**src/rtl/mem_arb_if.sv**
```systemverilog
// Bus bundle between the memory arbiter, its CPU and video clients, and the RAM.
// master: client/RAM side (drives requests and mem_din); slave: arbiter side.
interface mem_arb_if;
    logic        cpu_en;
    logic        cpu_rd;
    logic        cpu_wr;
    logic        cpu_ben;
    logic [19:0] cpu_adr;
    logic [31:0] cpu_din;
    logic [31:0] cpu_dout;
    logic        cpu_wait;

    logic        vid_req;
    logic [17:0] vid_adr;
    logic [31:0] vid_data;
    logic        vid_valid;
    logic        vid_done;

    logic [17:0] mem_adr;
    logic        mem_we;
    logic [3:0]  mem_be;
    logic [31:0] mem_dout;
    logic [31:0] mem_din;

    modport master (
        output cpu_en, cpu_rd, cpu_wr, cpu_ben, cpu_adr, cpu_din,
        output vid_req, vid_adr,
        output mem_din,
        input  cpu_dout, cpu_wait,
        input  vid_data, vid_valid, vid_done,
        input  mem_adr, mem_we, mem_be, mem_dout
    );

    modport slave (
        input  cpu_en, cpu_rd, cpu_wr, cpu_ben, cpu_adr, cpu_din,
        input  vid_req, vid_adr,
        input  mem_din,
        output cpu_dout, cpu_wait,
        output vid_data, vid_valid, vid_done,
        output mem_adr, mem_we, mem_be, mem_dout
    );
endinterface

```
**src/rtl/mem_arb.sv**
```systemverilog
// Single-port RAM arbiter: CPU word/byte accesses vs. fixed-length video bursts.
// Ports: clk, rst_n (async, active-low), bus (mem_arb_if.slave: cpu_*, vid_*, mem_*).
module mem_arb #(
    parameter int BURST = 8
) (
    input  logic     clk,
    input  logic     rst_n,
    mem_arb_if.slave bus
);
    typedef enum logic [2:0] {IDLE, CRD1, CRD2, CWR, VID, VTAIL} state_t;

    localparam logic [5:0] LAST = 6'(BURST - 1);

    state_t      state;
    logic        cpu_turn;
    logic        ben_q;
    logic [1:0]  lane_q;
    logic [5:0]  cnt;
    logic [17:0] mem_adr_q;
    logic        mem_we_q;
    logic [3:0]  mem_be_q;
    logic [31:0] mem_dout_q;
    logic [31:0] cpu_dout_q;
    logic        vid_valid_q;
    logic        vid_done_q;

    logic        cpu_req;
    logic        ack;
    logic        grant_vid;
    logic        grant_cpu;
    logic [3:0]  be_now;
    logic [31:0] wr_data;
    logic [7:0]  rd_byte;
    logic [31:0] rd_data;

    assign cpu_req = bus.cpu_en & (bus.cpu_rd | bus.cpu_wr);
    assign ack     = (state == CWR) || (state == CRD2);

    // cpu_turn is set after a video grant (and out of reset), so the CPU
    // wins a tie then; otherwise video wins the tie.
    assign grant_vid = bus.vid_req & (~cpu_req | ~cpu_turn);
    assign grant_cpu = cpu_req & ~grant_vid;

    assign be_now  = bus.cpu_ben ? (4'b0001 << bus.cpu_adr[1:0]) : 4'b1111;
    assign wr_data = bus.cpu_ben ? {4{bus.cpu_din[7:0]}} : bus.cpu_din;

    always_comb begin
        rd_byte = bus.mem_din[7:0];
        case (lane_q)
            2'd0:    rd_byte = bus.mem_din[7:0];
            2'd1:    rd_byte = bus.mem_din[15:8];
            2'd2:    rd_byte = bus.mem_din[23:16];
            default: rd_byte = bus.mem_din[31:24];
        endcase
    end

    assign rd_data = ben_q ? {24'h0, rd_byte} : bus.mem_din;

    assign bus.cpu_wait  = cpu_req & ~ack;
    // Read data comes straight from the RAM during the ack cycle and is
    // held afterwards so the CPU can sample it as soon as cpu_wait drops.
    assign bus.cpu_dout  = (state == CRD2) ? rd_data : cpu_dout_q;
    assign bus.mem_adr   = mem_adr_q;
    assign bus.mem_we    = mem_we_q;
    assign bus.mem_be    = mem_be_q;
    assign bus.mem_dout  = mem_dout_q;
    assign bus.vid_valid = vid_valid_q;
    assign bus.vid_done  = vid_done_q;
    assign bus.vid_data  = vid_valid_q ? bus.mem_din : 32'h0;

    always_ff @(posedge clk or negedge rst_n) begin
        if (!rst_n) begin
            state       <= IDLE;
            cpu_turn    <= 1'b1;
            ben_q       <= 1'b0;
            lane_q      <= 2'd0;
            cnt         <= 6'd0;
            mem_adr_q   <= 18'h0;
            mem_we_q    <= 1'b0;
            mem_be_q    <= 4'h0;
            mem_dout_q  <= 32'h0;
            cpu_dout_q  <= 32'h0;
            vid_valid_q <= 1'b0;
            vid_done_q  <= 1'b0;
        end else begin
            mem_we_q    <= 1'b0;
            mem_be_q    <= 4'h0;
            vid_valid_q <= 1'b0;
            vid_done_q  <= 1'b0;
            case (state)
                IDLE: begin
                    if (grant_vid) begin
                        state     <= VID;
                        cpu_turn  <= 1'b1;
                        cnt       <= 6'd0;
                        mem_adr_q <= bus.vid_adr;
                        mem_be_q  <= 4'hF;
                    end else if (grant_cpu) begin
                        cpu_turn  <= 1'b0;
                        ben_q     <= bus.cpu_ben;
                        lane_q    <= bus.cpu_adr[1:0];
                        mem_adr_q <= bus.cpu_adr[19:2];
                        mem_be_q  <= be_now;
                        if (bus.cpu_wr) begin
                            state      <= CWR;
                            mem_we_q   <= 1'b1;
                            mem_dout_q <= wr_data;
                        end else begin
                            state <= CRD1;
                        end
                    end
                end
                CRD1: state <= CRD2;
                CRD2: begin
                    cpu_dout_q <= rd_data;
                    state      <= IDLE;
                end
                CWR: state <= IDLE;
                VID: begin
                    vid_valid_q <= 1'b1;
                    if (cnt == LAST) begin
                        state      <= VTAIL;
                        vid_done_q <= 1'b1;
                    end else begin
                        cnt       <= cnt + 6'd1;
                        mem_adr_q <= mem_adr_q + 18'd1;
                        mem_be_q  <= 4'hF;
                    end
                end
                VTAIL: state <= IDLE;
                default: state <= IDLE;
            endcase
        end
    end
endmodule

```
**src/flat_wrapper.sv**
```systemverilog
// flat-port wrapper written by rule: the top's interface ports become plain ports
module mem_arb_flat 
#(
    parameter int BURST = 8
)
  (clk, rst_n, bus_cpu_en, bus_cpu_rd, bus_cpu_wr, bus_cpu_ben, bus_cpu_adr, bus_cpu_din, bus_vid_req, bus_vid_adr, bus_mem_din, bus_cpu_dout, bus_cpu_wait, bus_vid_data, bus_vid_valid, bus_vid_done, bus_mem_adr, bus_mem_we, bus_mem_be, bus_mem_dout);
  mem_arb_if bus_i ();
  input  logic clk;
  input  logic rst_n;
  input wire logic [$bits(bus_i.cpu_en)-1:0] bus_cpu_en;
  input wire logic [$bits(bus_i.cpu_rd)-1:0] bus_cpu_rd;
  input wire logic [$bits(bus_i.cpu_wr)-1:0] bus_cpu_wr;
  input wire logic [$bits(bus_i.cpu_ben)-1:0] bus_cpu_ben;
  input wire logic [$bits(bus_i.cpu_adr)-1:0] bus_cpu_adr;
  input wire logic [$bits(bus_i.cpu_din)-1:0] bus_cpu_din;
  input wire logic [$bits(bus_i.vid_req)-1:0] bus_vid_req;
  input wire logic [$bits(bus_i.vid_adr)-1:0] bus_vid_adr;
  input wire logic [$bits(bus_i.mem_din)-1:0] bus_mem_din;
  output wire logic [$bits(bus_i.cpu_dout)-1:0] bus_cpu_dout;
  output wire logic [$bits(bus_i.cpu_wait)-1:0] bus_cpu_wait;
  output wire logic [$bits(bus_i.vid_data)-1:0] bus_vid_data;
  output wire logic [$bits(bus_i.vid_valid)-1:0] bus_vid_valid;
  output wire logic [$bits(bus_i.vid_done)-1:0] bus_vid_done;
  output wire logic [$bits(bus_i.mem_adr)-1:0] bus_mem_adr;
  output wire logic [$bits(bus_i.mem_we)-1:0] bus_mem_we;
  output wire logic [$bits(bus_i.mem_be)-1:0] bus_mem_be;
  output wire logic [$bits(bus_i.mem_dout)-1:0] bus_mem_dout;
  assign bus_i.cpu_en = bus_cpu_en;
  assign bus_i.cpu_rd = bus_cpu_rd;
  assign bus_i.cpu_wr = bus_cpu_wr;
  assign bus_i.cpu_ben = bus_cpu_ben;
  assign bus_i.cpu_adr = bus_cpu_adr;
  assign bus_i.cpu_din = bus_cpu_din;
  assign bus_i.vid_req = bus_vid_req;
  assign bus_i.vid_adr = bus_vid_adr;
  assign bus_i.mem_din = bus_mem_din;
  assign bus_cpu_dout = bus_i.cpu_dout;
  assign bus_cpu_wait = bus_i.cpu_wait;
  assign bus_vid_data = bus_i.vid_data;
  assign bus_vid_valid = bus_i.vid_valid;
  assign bus_vid_done = bus_i.vid_done;
  assign bus_mem_adr = bus_i.mem_adr;
  assign bus_mem_we = bus_i.mem_we;
  assign bus_mem_be = bus_i.mem_be;
  assign bus_mem_dout = bus_i.mem_dout;
  mem_arb #(.BURST(BURST)) u_core (.clk(clk), .rst_n(rst_n), .bus(bus_i));
endmodule
```
**config.mk**
```make
export PLATFORM = sky130hd
export DESIGN_NAME = mem_arb_flat
export DESIGN_NICKNAME = d
export VERILOG_FILES = /design/src/rtl/mem_arb_if.sv /design/src/rtl/mem_arb.sv /design/src/flat_wrapper.sv
export SDC_FILE = /design/constraint.sdc
export NUM_CORES = 1
export LEC_CHECK = 0
export CORE_MARGIN = 4
export CORE_UTILIZATION = 30
export DETAILED_ROUTE_END_ITERATION = 12
export GPL_TIMING_DRIVEN = 0
export PLACE_DENSITY = 0.6
export SLEW_MARGIN = 20
export SYNTH_ARGS = -nofsm -noshare
export SYNTH_HDL_FRONTEND = slang
export SYNTH_SLANG_ARGS = --single-unit
```
**constraint.sdc**
```tcl
create_clock -name clk -period 2 [get_ports clk]
set_input_delay 0.3 -clock clk [delete_from_list [all_inputs] [get_ports clk]]
set_output_delay 0.3 -clock clk [all_outputs]
set_load 0.03 [all_outputs]
```
# Word level (Yosys, flattened, before mapping)
# Index checks and enable logic that the tools add are counted.
# op_classes
n_shift	1
magnitude_cmp	0
n_mux	31
addsub	2
n_bitwise	10
n_mul	0
eq_ne	11
n_div	0
n_reduce_logical	11
# op_table
cell	n
$mux W32	4
$mux W18	3
$pmux W18 S2	1
$pmux W8 S3	1
$add A18 B1 Y18 const B	1
$mux W4	4
$mux W6	2
$pmux W6 S2	1
$mux W1	9
$mux W3	3
$pmux W3 S3	1
$reduce_and A3 Y1	3
$pmux W4 S2	1
$add A6 B1 Y6 const B	1
$eq A3 B2 Y1 const B	2
$eq A6 B3 Y1 const B	1
$and A1 B1 Y1	4
$ne A2 B1 Y1 const B	2
$not A1 Y1	4
$reduce_and A2 Y1	2
$reduce_and A4 Y1	1
$reduce_bool A2 Y1	2
$shl A1 B2 Y4 const A	1
$eq A3 B1 Y1 const B	1
10 further kinds	11
# totals
out_inout_bits	122
wordCells	78
latchBits	0
romBits	0
reg_bits	102
inputBits	109
mem_count	0
ramBits	0

# Longest topological paths before layout
# depth
ltp_word	10
depth_mapped	9
depth_no_buf	6

# Least setup slack after synthesis
# OpenSTA, ideal clock, no wires.
# synth_path
path_kind	register to output
from	register u_core.lane_q[0]
to	output bus_cpu_dout[0]
t_arrival_ns	1.945
path_buffers	2
path_stages_with_launch	6
required_time_ns	1.700
path_slack_ns	-0.245
path_cell_list	dfrtp_1 buf_2 clkbuf_1 o21ai_1 a22oi_1 o21ai_0
# synth_between
elab_chain_cells	4
word_cells_on_any_way	6
classes_between	2 x eq/ne; 3 x mux; 1 x reduce/logical
# synth_rtl
element	line_no	source
start, declared	mem_arb.sv:17	logic [1:0] lane_q;
start signal, assigned	mem_arb.sv:101	lane_q <= bus.cpu_adr[1:0];
$eq A2 B2 Y1 (tied with other cells)	mem_arb.sv:49	case (lane_q)
$pmux W8 S3 (*)	mem_arb.sv:49	
$mux W32 (*)	mem_arb.sv:57	assign rd_data = ben_q ? {24'h0, rd_byte} : bus.mem_din;
$mux W32 (*)	mem_arb.sv:62	assign bus.cpu_dout = (state == CRD2) ? rd_data : cpu_dout_q;
end, declared	flat_wrapper.sv:19	output wire logic [$bits(bus_i.cpu_dout)-1:0] bus_cpu_dout;
# Every way passes the cells marked *; elsewhere a longest branch is shown, timed or not.

# Final worst setup path
# layout_path
from	register u_core.lane_q[0]
to	output bus_cpu_dout[7]
# Same word-level chain as after synthesis.

==> results.cfg <==
[floorplan]
dieArea_um2 = 20160
die_y_um = 142.0
core_um2 = 17420
chipWidth_um = 142.0
rows = 48
initial_utilization = 0.3093
ios = 231

[global_routing]
grt_max_degree = 79
grt_pass1_vias = 5282
grt_overflow = 0
grt_first_pass_wirelength_mm = 30.47
track_usage = 0.1920
antenna_found_initial = 0

[sta]
finalHoldViolCount = 0
layout_min_cycle_time_ns = 2.154
worst_hold_slack_ns = 0.3768
tightestPinTransition_ns = 0.7709
setup_slack_ns = -0.1542
timing.fmax_mhz = 464.2
final-max-slew-violation-count = 0
setup_viol = 9
post-route-period-util = 1.077
rsz0062_at_grt = yes
fin_worst_skew_ns = 0.006424
slew_headroom = 0.4861

[route]
firstDrtPassIters = 4
viasPerCell = 5.006
routedWlPerCell_um = 18.81
num_vias = 5361
drc_errors = 0
routed_wl_mm = 20.15
drtIter0Drc = 307
ant_nets = 0

[power_and_ir_drop]
p_total_mw = 15.41
ir_worst_vdd_uv = 863.8
p_leak_nw = 3.877
p_per_area_nw_per_um2 = 1740

[setup_path]
cp.arrival_ns = 1.85
critPathMaxFanout = 8
crit_type = reg2out
path_delay_family = buffers and inverters
crit_chain = buf_6 > clkbuf_16 > o21ai_4 > buf_4 > a221oi_2 > a21o_1 > buf_6
startpoint_type = flip-flop
crit_path_top_delay_cell = dfrtp_1
worstPathRequired_ns = 1.70
crit_top_cell = buf_6
cp.buffers_inverters = 4
crit_path_end_kind = output pin
max_stage_delay_ns = 0.40

[logic_synthesis]
ys.flop_type = dfrtp_1
synth.area.mux_share = 0.1078
syn_area_um2 = 5386
synth_fa_ha_area_frac = 0.004646
async_reset_ff_frac = 1.000
ys_seq_area_frac = 0.4741
synth_edf_count = 0
ys_types = 56
syn-num-nets = 684
synth-simple-area-share = 0.1916
synth_top_family_by_area = simple AND/OR/NAND/NOR gates
synth_warnings = 0
synth_xor_area_frac = 0.004878
postSynthCellCount = 573
ys_ff_latch = 102
synth-compound-area-share = 0.1719
synth.avg_cell_area_um2 = 9.400

[status]
status = complete, but fails checks
violations = negative setup slack

[finish]
nets = 952
area_growth_pct = 64.34
antennaDiodeCount = 0
drive_above_1_share = 0.2246
layout_common_cells = clkdlybuf4s50_1, dfrtp_1, nand2_1
nFillCells = 1643
layout_commonest_cell = clkdlybuf4s50_1

[placed_design]
place_hpwl_mm = 15.09
portBuffers = 229
place.gp.congestion = 0.9080

[flow_run]
drv_cap = 0

[clock_tree]
clk_path_buf_depth = 2
cts-root-buf = clkbuf_16
cts_tree = done
clk_pin_slew_worst_paths_ns = 0.07
numCtsBuffers = 9
h-tree-depth = 3
cts_sinks = 102
worstSkewPairLatency_ns = 0.35

[min_path]
hold_class = in2async
final timing paths:
kind | slack (ns) | depth (start not counted) | startpoint | end
max | -0.15 | 7 | u_core.lane_q[0]$_DFFE_PN0P_ | bus_cpu_dout[7]
min | 0.38 | 2 | rst_n | u_core.cpu_dout_q[1]$_DFF_PN0_
max reg2reg | 0.05 | 8 | u_core.cnt[0]$_DFFE_PN0P_ | u_core.bus.mem_adr[0]$_DFFE_PN0P_
min reg2reg | 0.47 | 2 | u_core.cpu_dout_q[12]$_DFF_PN0_ | u_core.cpu_dout_q[12]$_DFF_PN0_
max in group asynchronous | 0.93 | 3 | rst_n | u_core.cpu_dout_q[23]$_DFF_PN0_
min in group clk | 0.40 | 3 | bus_cpu_ben | u_core.bus.mem_dout[11]$_DFFE_PN0P_
through the flow:
step | util | setup TNS, ns | cells | cell area (um^2) | setup WS, ns
final | 0.5083 | -0.9247 | 1071 | 8852 | -0.1542
after global routing | 0.5083 | -2.118 | 1071 | 8852 | -0.2288
after CTS | 0.4901 | -1.292 | 1054 | 8536 | -0.1983
after detailed placement | 0.4587 | -41.51 | 1028 | 7989 | -0.7860
after global placement | 0.4570 | -385.80 | 1027 | 7960 | -3.399
after floorplan | - | -0.7201 | 573 | 5386 | -0.05690
where the power goes:
part           leakage (nW)  internal (mW)  switching [mW]
registers              1.21           3.10           0.770
logic                  2.51           4.05            5.62
clock network         0.155           1.03           0.839
cell usage after synthesis (4+ instances only):
library cell	n	area, um^2
a21oi_1	26	130.1
a22o_1	4	35.03
a22oi_1	8	60.06
and2_1	34	212.7
buf_2	10	50.05
buf_4	5	37.54
clkbuf_1	21	78.83
dfrtp_1	101	2527
inv_1	7	26.28
mux2_2	24	270.3
mux2i_1	31	310.3
nand2_1	86	322.8
nand2b_1	24	150.1
nand3_1	13	65.06
nand4_1	6	37.54
nor2_1	18	67.56
nor3_1	6	30.03
o21ai_0	75	375.4
o21ai_1	12	60.06
o22a_1	4	35.03
o22ai_1	6	37.54
layer usage:
layer  wire, um  share of wire  global-route usage  vias up
met5          0              0                   0        -
met4        284          0.014             0.05354        0
met3       1171          0.058             0.03999       18
met2      10150           0.50              0.3227      183
met1       8539           0.42              0.2513     2601
li1           -              -                   -     2559
cell type report:
type | count | area (um^2) | share of cell area
multi-input cells | 423 | 2831 | 0.3199
flip-flops and latches | 102 | 2562 | 0.2895
repair buffers | 259 | 2522 | 0.2849
plain buffers | 37 | 292.8 | 0.03307
well taps | 225 | 281.5 | 0.03180
clock buffers | 10 | 239.0 | 0.02700
clock inverters | 6 | 76.32 | 0.008622
inverters | 9 | 46.29 | 0.005230
sequential cells by signal, summed over array words and instances (netlist names):
name	cells
u_core.bus.mem_adr	18
u_core.ben_q	1
u_core.cpu_dout_q	32
u_core.cpu_turn	1
u_core.bus.mem_dout	32
u_core.state	3
u_core.bus.vid_valid	1
u_core.bus.vid_done	1
u_core.bus.mem_be	4
u_core.bus.mem_we	1
u_core.lane_q	2
u_core.cnt	6
cells by family after synthesis:
group / after synthesis
compound gates: 157
fa+ha+maj: 2
buf+inv: 49
xor+xnor: 3
flops: 102
simple gates: 205
mux: 55
timing repair:
item / in CTS / in global routing
cloned: 2 / 2
resized for setup: 322 / 54
hold buffers: 1 / 0
setup buffers: 8 / 18
pin swaps: 4 / 19
hold endpoints to repair: 23 / 0
endpoints found under the setup margin: 95 / 80
(Power assumes the default switching activity.)
